--- config.mk ---
export PLATFORM = sky130hd
export DESIGN_NAME = gray_sweep_controller
export DESIGN_NICKNAME = d
export VERILOG_FILES = /design/src/rtl/gray_sweep_controller.sv
export SDC_FILE = /design/constraint.sdc
export NUM_CORES = 1
export LEC_CHECK = 0
export CAP_MARGIN = 10
export CORE_ASPECT_RATIO = 1.25
export CORE_UTILIZATION = 55
export CTS_CLUSTER_SIZE = 28
export DETAILED_ROUTE_END_ITERATION = 8
export GPL_TIMING_DRIVEN = 0
export PLACE_DENSITY = 0.8
export SYNTH_ARGS = -nofsm -noshare
export SYNTH_HDL_FRONTEND = slang
export SYNTH_SLANG_ARGS = --single-unit
--- constraint.sdc ---
create_clock -name clk -period 2.4 [get_ports clk]
set_input_delay 0.36 -clock clk [delete_from_list [all_inputs] [get_ports clk]]
set_output_delay 0.36 -clock clk [all_outputs]
set_load 0.05 [all_outputs]
--- src/rtl/gray_sweep_controller.sv ---
// Gray-code sweep sequencer: walks a CUT forward and back through all 2^M codes,
// counting synchronized output edges per settle window and reporting hazardous steps.
module gray_sweep_controller #(
  parameter int M      = 3,
  parameter int SETTLE = 8
) (
  input  logic         clk,
  input  logic         rst_n,
  input  logic         start,
  input  logic         cutOutput,
  output logic [M-1:0] cutInputs,
  output logic         busy,
  output logic         done,
  output logic         isThereHazard,
  output logic [M:0]   hazardStep,
  output logic [M:0]   hazardCount
);
  localparam int N  = 1 << M;
  localparam int S  = 2 * N - 1;
  localparam int CW = $clog2(SETTLE);
  localparam logic [M:0]    LAST_STEP = (M+1)'(S - 1);
  localparam logic [M:0]    NCODES    = (M+1)'(N);
  localparam logic [M:0]    MAX_COUNT = (M+1)'(S);
  localparam logic [CW-1:0] CYC_LAST  = CW'(SETTLE - 1);
  localparam logic [CW-1:0] CYC_EVAL  = CW'(1);

  typedef enum logic [1:0] {IDLE, RUN, DRAIN} state_t;

  state_t        state;
  logic [M:0]    step;
  logic [CW-1:0] cyc;
  logic          drainCnt;
  logic          sync1, sync2, syncPrev;
  logic [1:0]    edgeCnt;
  logic          cutEdge, evalNow, clearCnt, hazardNow;
  logic [M:0]    evalStep;

  // Steps 0..N-1 walk up, N..S-1 mirror back down to code 0.
  function automatic logic [M-1:0] grayOf(input logic [M:0] s);
    logic [M:0] b;
    b = (s < NCODES) ? s : LAST_STEP - s;
    b = b ^ (b >> 1);
    return b[M-1:0];
  endfunction

  // Windows trail the vector by two cycles to absorb synchronizer latency.
  always_comb begin
    cutEdge   = sync2 ^ syncPrev;
    evalNow   = ((state == RUN) && (cyc == CYC_EVAL) && (step != '0)) ||
                ((state == DRAIN) && drainCnt);
    clearCnt  = ((state == RUN) && (cyc == CYC_EVAL)) ||
                ((state == DRAIN) && drainCnt) ||
                ((state == IDLE) && start);
    evalStep  = (state == DRAIN) ? LAST_STEP : step - (M+1)'(1);
    hazardNow = evalNow && edgeCnt[1];
  end

  always_ff @(posedge clk or negedge rst_n) begin
    if (!rst_n) begin
      sync1    <= 1'b0;
      sync2    <= 1'b0;
      syncPrev <= 1'b0;
      edgeCnt  <= 2'd0;
    end else begin
      sync1    <= cutOutput;
      sync2    <= sync1;
      syncPrev <= sync2;
      if (clearCnt)
        edgeCnt <= {1'b0, cutEdge};
      else if (cutEdge && (edgeCnt != 2'd3))
        edgeCnt <= edgeCnt + 2'd1;
    end
  end

  always_ff @(posedge clk or negedge rst_n) begin
    if (!rst_n) begin
      state         <= IDLE;
      step          <= '0;
      cyc           <= '0;
      drainCnt      <= 1'b0;
      cutInputs     <= '0;
      busy          <= 1'b0;
      done          <= 1'b0;
      isThereHazard <= 1'b0;
      hazardStep    <= '0;
      hazardCount   <= '0;
    end else begin
      done <= 1'b0;
      if (hazardNow) begin
        if (!isThereHazard) begin
          isThereHazard <= 1'b1;
          hazardStep    <= evalStep;
        end
        if (hazardCount != MAX_COUNT)
          hazardCount <= hazardCount + (M+1)'(1);
      end
      case (state)
        IDLE: begin
          if (start) begin
            state         <= RUN;
            step          <= '0;
            cyc           <= '0;
            cutInputs     <= grayOf('0);
            busy          <= 1'b1;
            isThereHazard <= 1'b0;
            hazardStep    <= '0;
            hazardCount   <= '0;
          end
        end
        RUN: begin
          if (cyc == CYC_LAST) begin
            cyc <= '0;
            if (step == LAST_STEP) begin
              state    <= DRAIN;
              drainCnt <= 1'b0;
            end else begin
              step      <= step + (M+1)'(1);
              cutInputs <= grayOf(step + (M+1)'(1));
            end
          end else begin
            cyc <= cyc + CW'(1);
          end
        end
        DRAIN: begin
          drainCnt <= 1'b1;
          if (drainCnt) begin
            state <= IDLE;
            done  <= 1'b1;
            busy  <= 1'b0;
          end
        end
        default: state <= IDLE;
      endcase
    end
  end
endmodule

Yosys cells after proc, flatten, opt, wreduce, memory -nomap -nowiden

Index checks and enable logic that the tools add are counted.

Register bits after elaboration: 29
Output and inout port bits: 14
Logic and storage cells: 93

Add/subtract/negate cells: 6
Magnitude comparators: 1
Equal/unequal tests: 12
Mux-type cells: 38
Bitwise logic cells: 2
Reduce and logical (&&, ||, !) cells: 20

Operators by type and width:

| cell                                                  | number |
|---|---|
| two-way mux 4 bit                                     | 13 |
| two-way mux 2 bit                                     | 6 |
| two-way mux 3 bit                                     | 4 |
| case mux 3 bit (2 select lines)                       | 2 |
| two-way mux 1 bit                                     | 9 |
| adder 4 x 1 -> 4 bit, second input constant           | 2 |
| inequality test 2 bit, second input constant          | 4 |
| case mux 4 bit (2 select lines)                       | 1 |
| AND reduction 4 bit                                   | 2 |
| nonzero test 2 bit                                    | 4 |
| logical AND 1 bit                                     | 6 |
| case mux 2 bit (3 select lines)                       | 1 |
| AND reduction 3 bit                                   | 2 |
| == test 4 bit, second input constant                  | 1 |
| less-than comparator 4 bit, second input constant     | 1 |
| inequality test 2 x 1 -> 1 bit, second input constant | 2 |
| inequality test 4 bit, second input constant          | 1 |
| case mux 1 bit (2 select lines)                       | 2 |
| nonzero test 4 bit                                    | 1 |
| subtractor 4 x 1 -> 4 bit, second input constant      | 1 |
| subtractor 4 bit, first input constant                | 1 |
| adder 3 x 1 -> 3 bit, second input constant           | 1 |
| == test 3 x 1 -> 1 bit, second input constant         | 1 |
| == test 3 bit, second input constant                  | 1 |
| 8 further kinds                                       | 10 |

Depth between registers and ports, before layout

Depth after elaboration: 8
Gate-level depth with buffers: 8

Least setup slack after synthesis

Ideal clock, no wire load.

Path kind: register to register
From: register step[0]
To: register hazardStep[2]
Library setup time: 0.139 ns
Arrival time: 1.809 ns
Data required time: 2.261 ns
Slack: 0.453 ns
Cell stages (with the launch flop): 8
Buffers on the path: 1
Path through: dfrtp_1 clkbuf_1 inv_1 ha_1 nor3b_2 o41a_1 nor4_1 nor3_1

Cells in the longest elaborated chain, start to end: 7

Ends and longest elaborated chain:

| item                                                              | RTL line | RTL |
|---|---|---|
| start, declared                                                   | 30       | `logic [M:0] step;` |
| start signal, assigned                                            | 117      | `step <= step + (M+1)'(1);` |
| branches (longest 4 deep; another with subtractor 4 x 1 -> 4 bit) | -        |  |
| two-way mux 4 bit *                                               | 89       | `if (hazardNow) begin` |
| two-way mux 4 bit                                                 | 99       | `if (start) begin` |
| two-way mux 4 bit *                                               | 97       | `case (state)` |
| end signal, assigned                                              | 92       | `hazardStep <= evalStep;` |
| end, declared                                                     | 15       | `output logic [M:0] hazardStep,` |

Every way passes the cells marked *.
A chain may end at the register's enable or synchronous reset.

Worst setup path after layout

Same ends and word-level chain as after synthesis.

==> flow_summary.yaml <==
outcome:
  status: "complete, no violations"
yosys:
  synth_area_um2: 1660
  synth_edf_count: 0
  async_flop_share: 1.00
  synth.top_cell.area_share: 0.437
  synth_seq_cells: 29
  yosysTopAreaCell: "dfrtp_1"
  yosys.area_share.simple: 0.212
  synth_nets: 178
  syn_area_per_cell_um2: 10.0
  synth_commonest_cells: "dfrtp_1 (29), nand2_1 (12), nand3_1 (10), ha_1 (8)"
  ys.flop_type: "dfrtp_1"
  synthAdderAreaFrac: 0.0603
  synth-warning-count: 0
  synth_most_common_cell: "dfrtp_1"
  synth_mux_area_frac: 0.0188
  synth_top_family_by_area: "simple AND/OR/NAND/NOR gates"
  ys_seq_area_frac: 0.437
  synth_area_leaders: "dfrtp_1 (44%), ha_1 (6.0%), nand3_1 (3.0%)"
  synth_compound_area_frac: 0.192
  synth_cells: 166
  synth_xor_area_frac: 0.0414
  synthDistinctLibCells: 47
final_layout:
  final_core_util: 0.690
  syn2layout_area_growth_pct: 15.7
  fillers: 222
  diodes: 0
  final_cells: 225
  layout.nets: 202
  multi_input_area_um2: 871
  regArea_um2: 726
  drive_above_1_share: 0.120
placement:
  dp_hpwl_um: 2470
  placedCellCount: 217
  portBuffers: 17
  gp_routability_congestion: 0.768
cts:
  clk_path_buf_depth: 2
  cts-root-buf: "clkbuf_4"
  ctsHoldBuffers: 0
  numCtsBuffers: 5
  htreeDepth: 2
  cts.clk_slew.worst_paths_ps: 90
  cts_tree: "yes"
  clock_sinks: 29
  clk_latency_ps: 330
critical_path:
  path_cells: "clkbuf_2 > inv_1 > ha_1 > nor3b_2 > o41a_1 > nor4_1 > nor3_1"
  crit_required_ps: 2600
  crit_slowest_cell: "o41a_1"
  critical_path_class: "reg -> reg"
  end_kind: "flop"
  crit_family: "simple AND/OR/NAND/NOR gates"
  crit_buf_inv: 2
  path_max_fanout: 10
  reg2reg_from: "step[0]"
  crit_start: "step[0]"
  cp.arrival_ps: 2260
  start_kind: "flop"
  max_stage_delay_ps: 420
die:
  fp.dieH_um: 63.4
  rows: 21
  coreArea_um2: 2790
  die_area_um2: 3240
  die_w_um: 51.1
  start_util: 0.596
  pin_count: 18
sta:
  report.final.slew_viol_count: 0
  final.setup_skew_ps: 5.70
  fmax_mhz: 486
  min_period_over_period: 0.857
  setup_tns_ps: 0
  tightest_slew_ps: 633
  relSlewSlack: 0.578
  period_minus_slack_ps: 2060
  rsz0062_at_grt: "false"
  hold_viol: 0
  setup_violations: 0
power_and_ir_drop:
  power_density_nw_per_um2: 1390
  p_leak_nw: 0.838
  finalPower_mw: 2.67
  ir_drop_v: 0.000872
drt:
  viasPerCell: 5.96
  dr_total_vias: 1341
  drc_errors: 0
  routed_wl_um: 3410
  dr.pass1.iters: 4
  drtIter0Drc: 43
  wl_per_cell_um: 15.1
  detail-route-antenna-nets: 0
global_routing:
  antenna_found_initial: 0
  grt_pass1_vias: 1316
  grt_pass1_wl_um: 5800
  track_usage: 0.243
  grt_overflow_total: 0
  grt_max_degree: 30
flow_run:
  drv_cap: 0
hold_path:
  hold_path_class: "in -> async"
[metrics by stage]
stage	area (um^2)	worst slack, ps	hold slack, ps
final	1920	343	32.9
after global routing	1920	152	68.5
after CTS	1920	203	372
after detailed placement	1870	215	342
after global placement	1870	230	339
after floorplan	1660	453	64.4
[per-layer routing]
| layer | share of wire | vias to the layer above | track usage |
|---|---|---|---|
| met4 | 0.020 | 0 | 0.111 |
| met2 | 0.50 | 33 | 0.406 |
| met1 | 0.44 | 645 | 0.275 |
| met3 | 0.040 | 7 | 0.0797 |
| met5 | 0 | - | 0 |
| li1 | - | 656 | - |
[final timing paths]
path	end	slack, ps	depth (start not counted)
worst min-delay path	edgeCnt[0]	30	1
worst min register to register	sync2	370	0
worst max register to register	hazardStep[2]	340	7
worst max-delay path	hazardStep[2]	340	7
max in group asynchronous	step[3]	1950	1
min in group clk	sync2	370	0
[power by group]
| part | switching (mW) | internal (mW) | total [mW] |
|---|---|---|---|
| Clock | 0.173 | 0.111 | 0.284 |
| Combinational | 0.939 | 0.606 | 1.54 |
| Sequential | 0.176 | 0.670 | 0.846 |
| Total | 1.29 | 1.39 | 2.67 |
[repair_timing]
| action | in CTS | in global routing |
|---|---|---|
| gates resized for setup | 0 | 2 |
| endpoints found under the setup margin | 0 | 1 |
| setup buffers | 0 | 0 |
[cell type report]
type	instances	area share
timing repair buffer	17	0.0860
tap	34	0.0221
clock inverter	2	0.00521
sequential	29	0.378
multi-input combinational	123	0.453
inverter	7	0.0137
buffer	7	0.0202
clock buffer	6	0.0215
[registers in the layout, summed over array words and instances (netlist names), 2 cells and up]
name / count
state: 2
step: 4
edgeCnt: 2
cyc: 3
hazardStep: 4
cutInputs: 3
hazardCount: 4
[worst register-to-register path, cell delays in order, from the launching register on]
cell      delay [ps]
dfrtp_1          410
clkbuf_2         240
inv_1             90
ha_1             220
nor3b_2          180
o41a_1           420
nor4_1           300
nor3_1            70
[cell families (layout without fill, tap and decap cells)]
logic type,after synthesis,after routing
AO/OA/AOI/OAI,42,42
XOR/XNOR,7,7
adder cells (fa/ha/maj),8,8
buffers and inverters,14,39
flip-flops,29,29
multiplexers,3,3
AND/OR/NAND/NOR,63,63
[cell usage in the layout (no fill, tap or decap), types with 2 or more instances in the layout]
cell type        instances
dfrtp_1                 29
clkdlybuf4s50_1         16
nand2_1                 12
nand3_1                 10
ha_1                     8
inv_1                    7
o21ai_0                  7
nor2_1                   7
a21oi_1                  7
nor2b_1                  6
o211ai_1                 5
o31ai_1                  5
and3_1                   5
clkbuf_4                 5
buf_2                    4
nand4_1                  4
nand2b_1                 3
or2_2                    3
a31oi_1                  3
xor2_1                   3
nor4_1                   3
nor3_1                   3
xnor2_1                  3
clkbuf_1                 2
and2_1                   2
o21bai_1                 2
mux2i_1                  2
clkinv_2                 2
Power figures use the tool's default switching activity.
